File: config.mk
export PLATFORM = sky130hd
export DESIGN_NAME = load_store_unit
export DESIGN_NICKNAME = d
export VERILOG_FILES = /design/src/rtl/load_store_unit.sv
export SDC_FILE = /design/constraint.sdc
export NUM_CORES = 1
export LEC_CHECK = 0
export CAP_MARGIN = 20
export CORE_ASPECT_RATIO = 0.6
export CORE_UTILIZATION = 49
export DETAILED_ROUTE_END_ITERATION = 8
export PLACE_DENSITY = 0.83
export SETUP_SLACK_MARGIN = 0.15
export SYNTH_ARGS = -nofsm -noshare
export SYNTH_HDL_FRONTEND = slang
export SYNTH_SLANG_ARGS = --single-unit
File: constraint.sdc
create_clock -name clk -period 7.8 [get_ports clk]
set_input_delay 2.34 -clock clk [delete_from_list [all_inputs] [get_ports clk]]
set_output_delay 2.34 -clock clk [all_outputs]
set_load 0.005 [all_outputs]
File: src/rtl/load_store_unit.sv
// Memory-access stage: turns byte/half/word loads and stores into word accesses
// on the segmented data memory, with read-modify-write for sub-word stores.
module load_store_unit #(
  parameter int WIDTH    = 32,
  parameter int RAMSIZE  = 128,
  parameter int SEGMENTS = 6
) (
  input  logic             clk,
  input  logic             rst,
  input  logic             req_valid,
  output logic             req_ready,
  input  logic             req_write,
  input  logic [1:0]       req_size,
  input  logic             req_signed,
  input  logic [WIDTH-1:0] req_addr,
  input  logic [WIDTH-1:0] req_wdata,
  output logic             resp_valid,
  output logic [WIDTH-1:0] resp_rdata,
  output logic             resp_error,
  output logic             mem_we,
  output logic [WIDTH-1:0] mem_addr,
  output logic [WIDTH-1:0] mem_wd,
  input  logic [WIDTH-1:0] mem_rd
);

  localparam int WORDS = SEGMENTS * RAMSIZE;

  typedef enum logic [2:0] {S_IDLE, S_LOAD, S_MERGE, S_WRITE, S_RESP} state_e;

  state_e           state_q, state_d;
  logic [1:0]       size_q;
  logic             signed_q;
  logic [WIDTH-1:0] addr_q, wd_q, rdata_q;
  logic             err_q;

  logic             accept, misalign, oor, req_err;
  logic [1:0]       lane;
  logic [7:0]       byte_v;
  logic [15:0]      half_v;
  logic [WIDTH-1:0] load_ext, merged;

  assign accept   = req_valid && (state_q == S_IDLE);
  assign misalign = ((req_size == 2'b01) && req_addr[0]) ||
                    ((req_size == 2'b10) && (req_addr[1:0] != 2'b00));
  // Compare the full word index so high addresses never alias into range.
  assign oor      = (req_addr >> 2) >= WIDTH'(WORDS);
  assign req_err  = misalign || oor || (req_size == 2'b11);

  always_ff @(posedge clk or posedge rst) begin
    if (rst) state_q <= S_IDLE;
    else     state_q <= state_d;
  end

  always_comb begin
    state_d = state_q;
    case (state_q)
      S_IDLE: if (accept) begin
        if (req_err)               state_d = S_RESP;
        else if (!req_write)       state_d = S_LOAD;
        else if (req_size == 2'b10) state_d = S_WRITE;
        else                       state_d = S_MERGE;
      end
      S_LOAD:  state_d = S_RESP;
      S_MERGE: state_d = S_WRITE;
      S_WRITE: state_d = S_RESP;
      S_RESP:  state_d = S_IDLE;
      default: state_d = S_IDLE;
    endcase
  end

  // Little-endian lane extraction and merge on the addressed word.
  assign lane   = addr_q[1:0];
  assign byte_v = mem_rd[{lane, 3'b000} +: 8];
  assign half_v = mem_rd[{lane[1], 4'b0000} +: 16];

  always_comb begin
    load_ext = mem_rd;
    case (size_q)
      2'b00:   load_ext = {{(WIDTH-8){signed_q & byte_v[7]}}, byte_v};
      2'b01:   load_ext = {{(WIDTH-16){signed_q & half_v[15]}}, half_v};
      default: load_ext = mem_rd;
    endcase
  end

  always_comb begin
    merged = mem_rd;
    if (size_q == 2'b00) merged[{lane, 3'b000} +: 8]     = wd_q[7:0];
    else                 merged[{lane[1], 4'b0000} +: 16] = wd_q[15:0];
  end

  always_ff @(posedge clk or posedge rst) begin
    if (rst) begin
      size_q   <= 2'b00;
      signed_q <= 1'b0;
      addr_q   <= '0;
      wd_q     <= '0;
      rdata_q  <= '0;
      err_q    <= 1'b0;
    end else begin
      if (accept) begin
        size_q   <= req_size;
        signed_q <= req_signed;
        addr_q   <= req_addr;
        wd_q     <= req_wdata;
        rdata_q  <= '0;
        err_q    <= req_err;
      end
      if (state_q == S_LOAD)  rdata_q <= load_ext;
      if (state_q == S_MERGE) wd_q    <= merged;
    end
  end

  assign req_ready  = (state_q == S_IDLE);
  assign resp_valid = (state_q == S_RESP);
  assign resp_rdata = rdata_q;
  assign resp_error = err_q;
  assign mem_we     = (state_q == S_WRITE);
  assign mem_addr   = addr_q >> 2;
  assign mem_wd     = wd_q;

endmodule

==> reports/qor.yml, run 1 <==
cp_cell_sequence: "clkdlybuf4s50_1, nor4b_4, buf_4, nor2_1, buf_4, a221o_1"
grt_setup_unrepaired: "no"
die-area_um2: 11800
clk_latency_ns: 0.34
yosysWarnings: 0
port-buffer-count: 200
clockPowerShare: 0.313
cp-end-kind: "register"
postLayoutCellArea_um2: 7640
total_power_mw: 1.42
setup_viol: 0
whs_path_depth: 2
peakVddDrop_mv: 0.116
coreArea_um2: 10800
placed_area_um2: 7340
die_h_um: 84.4
rrSetupSlack_ns: 5.14
cts_root_buf: "clkbuf_16"
grt_pass1_wl_um: 28700
initial_core_util: 0.515
switching_power_mw: 0.405
grt_max_degree: 57
p_per_area_nw_per_um2: 186
ff2ff_path_depth: 7
crit_required_ns: 8.02
synth_ff_type: "dfrtp_1"
routed_via_density: 6.11
post-route-util: 0.709
synth_edf_count: 0
cp_data_arrival_time_ns: 4.71
fillers: 794
antenna_found_initial: 0
final_antenna_net_count: 0
tns_ns: 0
drt_iter0_markers: 653
power.leakage_nw: 3.27
cts_resized: 0
p_comb_frac: 0.237
vias: 5320
skew_ns: 0.00793
slowest_delay_ns: 0.82
power.share.sequential: 0.449
worst_setup_path_start_kind: "input pin"
overflow: 0
numCtsBuffers: 9
yosysUniqueCellTypes: 61
synth_cells: 578
die_x_um: 139
critPathMaxFanout: 48
layout_common_cells: "200 x clkdlybuf4s50_1, 133 x nand2_1, 103 x dfrtp_1"
cts_tree: "yes"
cts_buffer_depth: 2
final-max-slew-violation-count: 0
fin_nets: 835
gp_congestion: 0.914
async_flop_share: 1.00
wl_per_cell_um: 21.2
ys_ff_latch: 103
slowest_stage: "clkdlybuf4s50_1"
routed_wl_um: 18500
h-tree-depth: 3
fin_crit_sh: 0.575
layout_setup_ws_ns: 3.32
drc: 0
io_pins: 203
first_pass_iters: 8
drive_gt1_frac: 0.0888
period_needed_ns: 4.48
syn_avg_cell_area_um2: 9.60
clock-sinks: 103
post-dp-hpwl_um: 13700
sw_frac_of_total: 0.285
syn_area_um2: 5550
antennaDiodeCount: 0
cts_hold_buf: 0
crit_type: "input pin to register"
slew_headroom: 0.420
syn2layout_area_growth_pct: 37.7
clk_pin_slew_ns: 0.07
min_path_type: "register to register"
postCtsSetupBuffers: 0
worst_slew_pin_slew_ns: 0.867
grt_usage: 0.320
layout_commonest_cell: "clkdlybuf4s50_1"
path_common_cell: "buf_4"
outcome: "complete, no violations"
cap_viol_max_count: 0
clock.fmax_mhz: 223
finalHoldViolCount: 0
yosysSeqAreaShare: 0.464
p_int_mw: 1.01
rows: 29
place_ws_ns: 2.99
grt_pass1_vias: 5195
-- logic make-up after synthesis --
kind of cell,share of synthesized area
AO/OA/AOI/OAI,0.230
adder cells (fa/ha/maj),0.0113
buffers and inverters,0.0913
flip-flops,0.464
multiplexers,0.0343
other,0.000676
AND/OR/NAND/NOR,0.168
-- worst max-delay path: cells and delay by family --
kind            cells  cell delay (ns)
buf+inv             3             1.54
compound gates      1             0.38
simple gates        2             0.41
-- per-layer routing --
layer	GRT usage	part of all wire	wire length, µm
met1	0.468	0.42	7840
met2	0.460	0.43	7950
met3	0.0987	0.13	2370
met4	0.0828	0.018	324
met5	0	0	0
-- Yosys cell counts, types with 2 or more instances --
cell type,count,area [µm²]
nor4b_2,2,30.0
nor2b_1,11,68.8
a222oi_1,6,60.1
inv_1,17,63.8
nor3_1,9,45.0
or2_2,2,12.5
nor2_1,22,82.6
buf_2,15,75.1
nor4_1,4,25.0
nor3b_1,3,22.5
nand2_1,133,499
o21ai_0,31,155
and3_1,2,12.5
buf_6,5,56.3
o221ai_1,4,35.0
a221o_1,24,240
mux2_2,16,180
dfrtp_1,103,2580
a31oi_1,5,31.3
a41o_1,2,20.0
buf_4,33,248
a21oi_1,23,115
nand3_1,2,10.0
buf_1,5,18.8
o22ai_1,2,12.5
a31o_2,7,61.3
a311oi_1,4,35.0
ha_1,5,62.6
a22o_1,20,175
o22a_1,4,35.0
a221oi_1,15,131
clkbuf_1,12,45.0
a211oi_1,2,15.0
-- state kept, by name, summed over array words and instances (netlist names) --
| name | cells |
|---|---|
| addr_q | 32 |
| mem_wd | 32 |
| resp_error | 1 |
| resp_rdata | 32 |
| signed_q | 1 |
| size_q | 2 |
| state_q | 3 |
-- power by group through the flow --
stage	clock network, mW	logic, mW	registers (mW)
6_report	0.445	0.337	0.637
5_1_grt	0.472	0.361	0.641
4_1_cts	0.450	0.334	0.635
3_5_place_dp	0	0.332	0.644
3_3_place_gp	0	0.324	0.642
2_1_floorplan	0	0.180	0.620
-- through the flow --
step	cells	hold slack, ns
2_1_floorplan	579	0.447
3_3_place_gp	853	0.458
3_5_place_dp	853	0.462
4_1_cts	869	0.479
5_1_grt	871	0.504
6_report	871	0.473
-- path summary, 6_finish.rpt --
| path | start | endpoint |
|---|---|---|
| max | req_valid | resp_rdata[26] |
| min | addr_q[20] | addr_q[20] |
| max reg2reg | addr_q[1] | mem_wd[25] |
| min reg2reg | addr_q[20] | addr_q[20] |
| max in group asynchronous | rst | mem_wd[0] |
| min in group asynchronous | rst | mem_wd[24] |
-- layout make-up --
class / instances / area (µm²) / share of cell area
inverters: 17 / 66.3 / 0.00867
multi-input cells: 389 / 2480 / 0.324
well taps: 139 / 174 / 0.0227
clock buffers: 10 / 229 / 0.0300
clock inverters: 6 / 61.3 / 0.00802
flip-flops and latches: 103 / 2580 / 0.337
repair buffers: 207 / 2060 / 0.269
No activity file was read; power rests on OpenSTA's default activity.
==> run 2, diff against run 1 <==
--- a/config.mk
+++ b/config.mk
@@ -7,9 +7,9 @@
 export LEC_CHECK = 0
 export CAP_MARGIN = 20
 export CORE_ASPECT_RATIO = 0.6
-export CORE_UTILIZATION = 49
+export CORE_UTILIZATION = 45
 export DETAILED_ROUTE_END_ITERATION = 8
-export PLACE_DENSITY = 0.83
+export PLACE_DENSITY = 0.77
 export SETUP_SLACK_MARGIN = 0.15
 export SYNTH_ARGS = -nofsm -noshare
 export SYNTH_HDL_FRONTEND = slang
==> constraint.sdc (replaced) <==
create_clock -name clk -period 4.5 [get_ports clk]
set_input_delay 1.35 -clock clk [delete_from_list [all_inputs] [get_ports clk]]
set_output_delay 1.35 -clock clk [all_outputs]
set_load 0.005 [all_outputs]
==> run 2 against run 1 <==
Clock power is 85% higher. Die area rose by 8.7%. Critical path type is now register to output pin. Sequential share of layout area fell by 0.26 points. Clock-buffer cell count stayed put. Flip-flop and latch count unchanged. Cell count up 2.4%. Design area increased by 0.79%. Combinational power is 74% higher. Register-to-register slack got worse by 3.3 ns. Critical path depth down 3. Utilization down 4.7 points.
==> reports/qor.yml, run 2 (same netlist as run 1, synthesis figures left out) <==
peakVddDrop_mv: 0.197  # +70%
port-buffer-count: 200  # unchanged
grt_pass1_vias: 4905  # -5.6%
numCtsBuffers: 9  # unchanged
initial_core_util: 0.477  # -0.0380
drt_iter0_markers: 628  # -3.8%
placed_area_um2: 7380  # +0.63%
grt_pass1_wl_um: 28400  # -1.1%
fin_nets: 835  # unchanged
drc: 0  # unchanged
layout_commonest_cell: "clkdlybuf4s50_1"
fin_crit_sh: 0.746
clockPowerShare: 0.327  # +0.014
total_power_mw: 2.52  # +78%
worst_slew_pin_slew_ns: 0.868  # +0.000699 ns
layout_common_cells: "200 x clkdlybuf4s50_1, 133 x nand2_1, 103 x dfrtp_1"
cap_viol_max_count: 0  # unchanged
finalHoldViolCount: 0  # unchanged
crit_type: "register to output pin"
overflow: 0  # unchanged
postCtsSetupBuffers: 0  # unchanged
clk_pin_slew_ns: 0.07  # about the same
slowest_delay_ns: 0.54  # -0.28 ns
grt_setup_unrepaired: "no"
h-tree-depth: 3  # unchanged
gr-max-usage-layer: "met1"
sw_frac_of_total: 0.291  # +0.00604
die_x_um: 145  # +4.3%
cp_cell_sequence: "or2_2, nor2_1, clkdlybuf4s50_1"
slew_headroom: 0.420  # -0.000467
grt_util_met2: 0.422  # -0.0383
io_pins: 203  # unchanged
post-dp-hpwl_um: 14100  # +2.9%
vias: 5352  # +0.60%
worst_setup_path_start_kind: "register"
power.share.sequential: 0.439  # -0.010
grt_util_met1: 0.442  # -0.0258
final-max-slew-violation-count: 0  # unchanged
use_met3: 0.0906  # -0.00806
p_per_area_nw_per_um2: 327  # +76%
cts_tree: "yes"
fin_cells: 892  # +2.4%
clk_latency_ns: 0.35  # about the same
postLayoutCellArea_um2: 7700  # +0.79%
die_h_um: 88.0  # +4.2%
cts_hold_buf: 0  # unchanged
switching_power_mw: 0.733  # +81%
cp-end-kind: "output pin"
routed_wl_um: 18900  # +2.3%
wl_per_cell_um: 21.2  # -0.12%
syn2layout_area_growth_pct: 38.8
final_antenna_net_count: 0  # unchanged
skew_ns: 0.00807  # +0.000137 ns
cts_root_buf: "clkbuf_16"
cts_resized: 0  # unchanged
antenna_found_initial: 0  # unchanged
tns_ns: 0  # unchanged
slowest_stage: "dfrtp_1"
cp_data_arrival_time_ns: 2.01  # -2.70 ns
post-route-util: 0.662  # -0.0472
routed_via_density: 6.00  # -1.8%
antennaDiodeCount: 0  # unchanged
grt_max_degree: 60  # +5.3%
critPathMaxFanout: 11  # -77%
place_inst: 875  # +2.6%
rows: 30  # +3.4%
p_int_mw: 1.79  # +76%
gp_congestion: 0.916  # +0.19%
period_needed_ns: 3.36
power.leakage_nw: 3.29  # +0.56%
drive_gt1_frac: 0.0902  # +0.00137
clock.fmax_mhz: 298
outcome: "complete, no violations"
grt_usage: 0.297  # -0.0239
crit_required_ns: 3.15  # -4.87 ns
clock-sinks: 103  # unchanged
first_pass_iters: 7  # -1
p_comb_frac: 0.233  # -0.004
min_path_type: "register to register"
die-area_um2: 12800  # +8.7%
cts_buffer_depth: 2  # unchanged
setup_viol: 0  # unchanged
coreArea_um2: 11600  # +8.0%
run 2: changes by cell type in the layout (fill, tap and decap cells not counted):
cell,change
clkbuf_4,-1
inv_6,+3
buf_12,+1
inv_8,+1
clkbuf_1,-1
clkinv_4,-1
clkinvlp_4,-1
clkbuf_8,+1
clkinv_2,-2
run 2: per-stage QoR:
step	hold WS (ns)	worst slack, ns
global placement	0.459	1.05
global route	0.503	1.05
CTS	0.479	1.14
detailed placement	0.462	0.944
finish	0.476	1.14
floorplan	0.447	0.446
run 2: worst paths after layout:
kind	from	endpoint	slack, ns	cells after the start
max in group asynchronous	rst	mem_wd[16]	2.37	3
min in group asynchronous	rst	addr_q[9]	1.41	2
worst min-delay path	addr_q[18]	addr_q[18]	0.48	2
worst max-delay path	state_q[2]	req_ready	1.14	3
worst max register to register	addr_q[1]	mem_wd[26]	1.80	7
worst min register to register	addr_q[18]	addr_q[18]	0.48	2
run 2: layout make-up:
type | count | area [µm²]
fill | 916 | 3930
inverter | 17 | 66.3
sequential | 103 | 2580
multi-input combinational | 389 | 2480
timing repair buffer | 207 | 2070
clock buffer | 10 | 239
tap | 160 | 200
clock inverter | 6 | 72.6
run 2: layer usage:
metal	wire length, µm	vias up
met2	7890	381
met3	2200	36
met5	0	-
met4	247	0
met1	8560	2582
li1	-	2353
run 2: power by group through the flow:
stage / Combinational (mW) / Sequential [mW] / Clock [mW]
detailed placement: 0.580 / 1.12 / 0
finish: 0.587 / 1.11 / 0.825
global placement: 0.567 / 1.11 / 0
floorplan: 0.312 / 1.07 / 0
CTS: 0.584 / 1.10 / 0.833
global route: 0.630 / 1.11 / 0.877
run 2: worst max-delay path: cells and delay by family (launching register included):
| kind | cells | cell delay, ns |
|---|---|---|
| buf+inv | 1 | 0.53 |
| flops | 1 | 0.54 |
| simple gates | 2 | 0.60 |
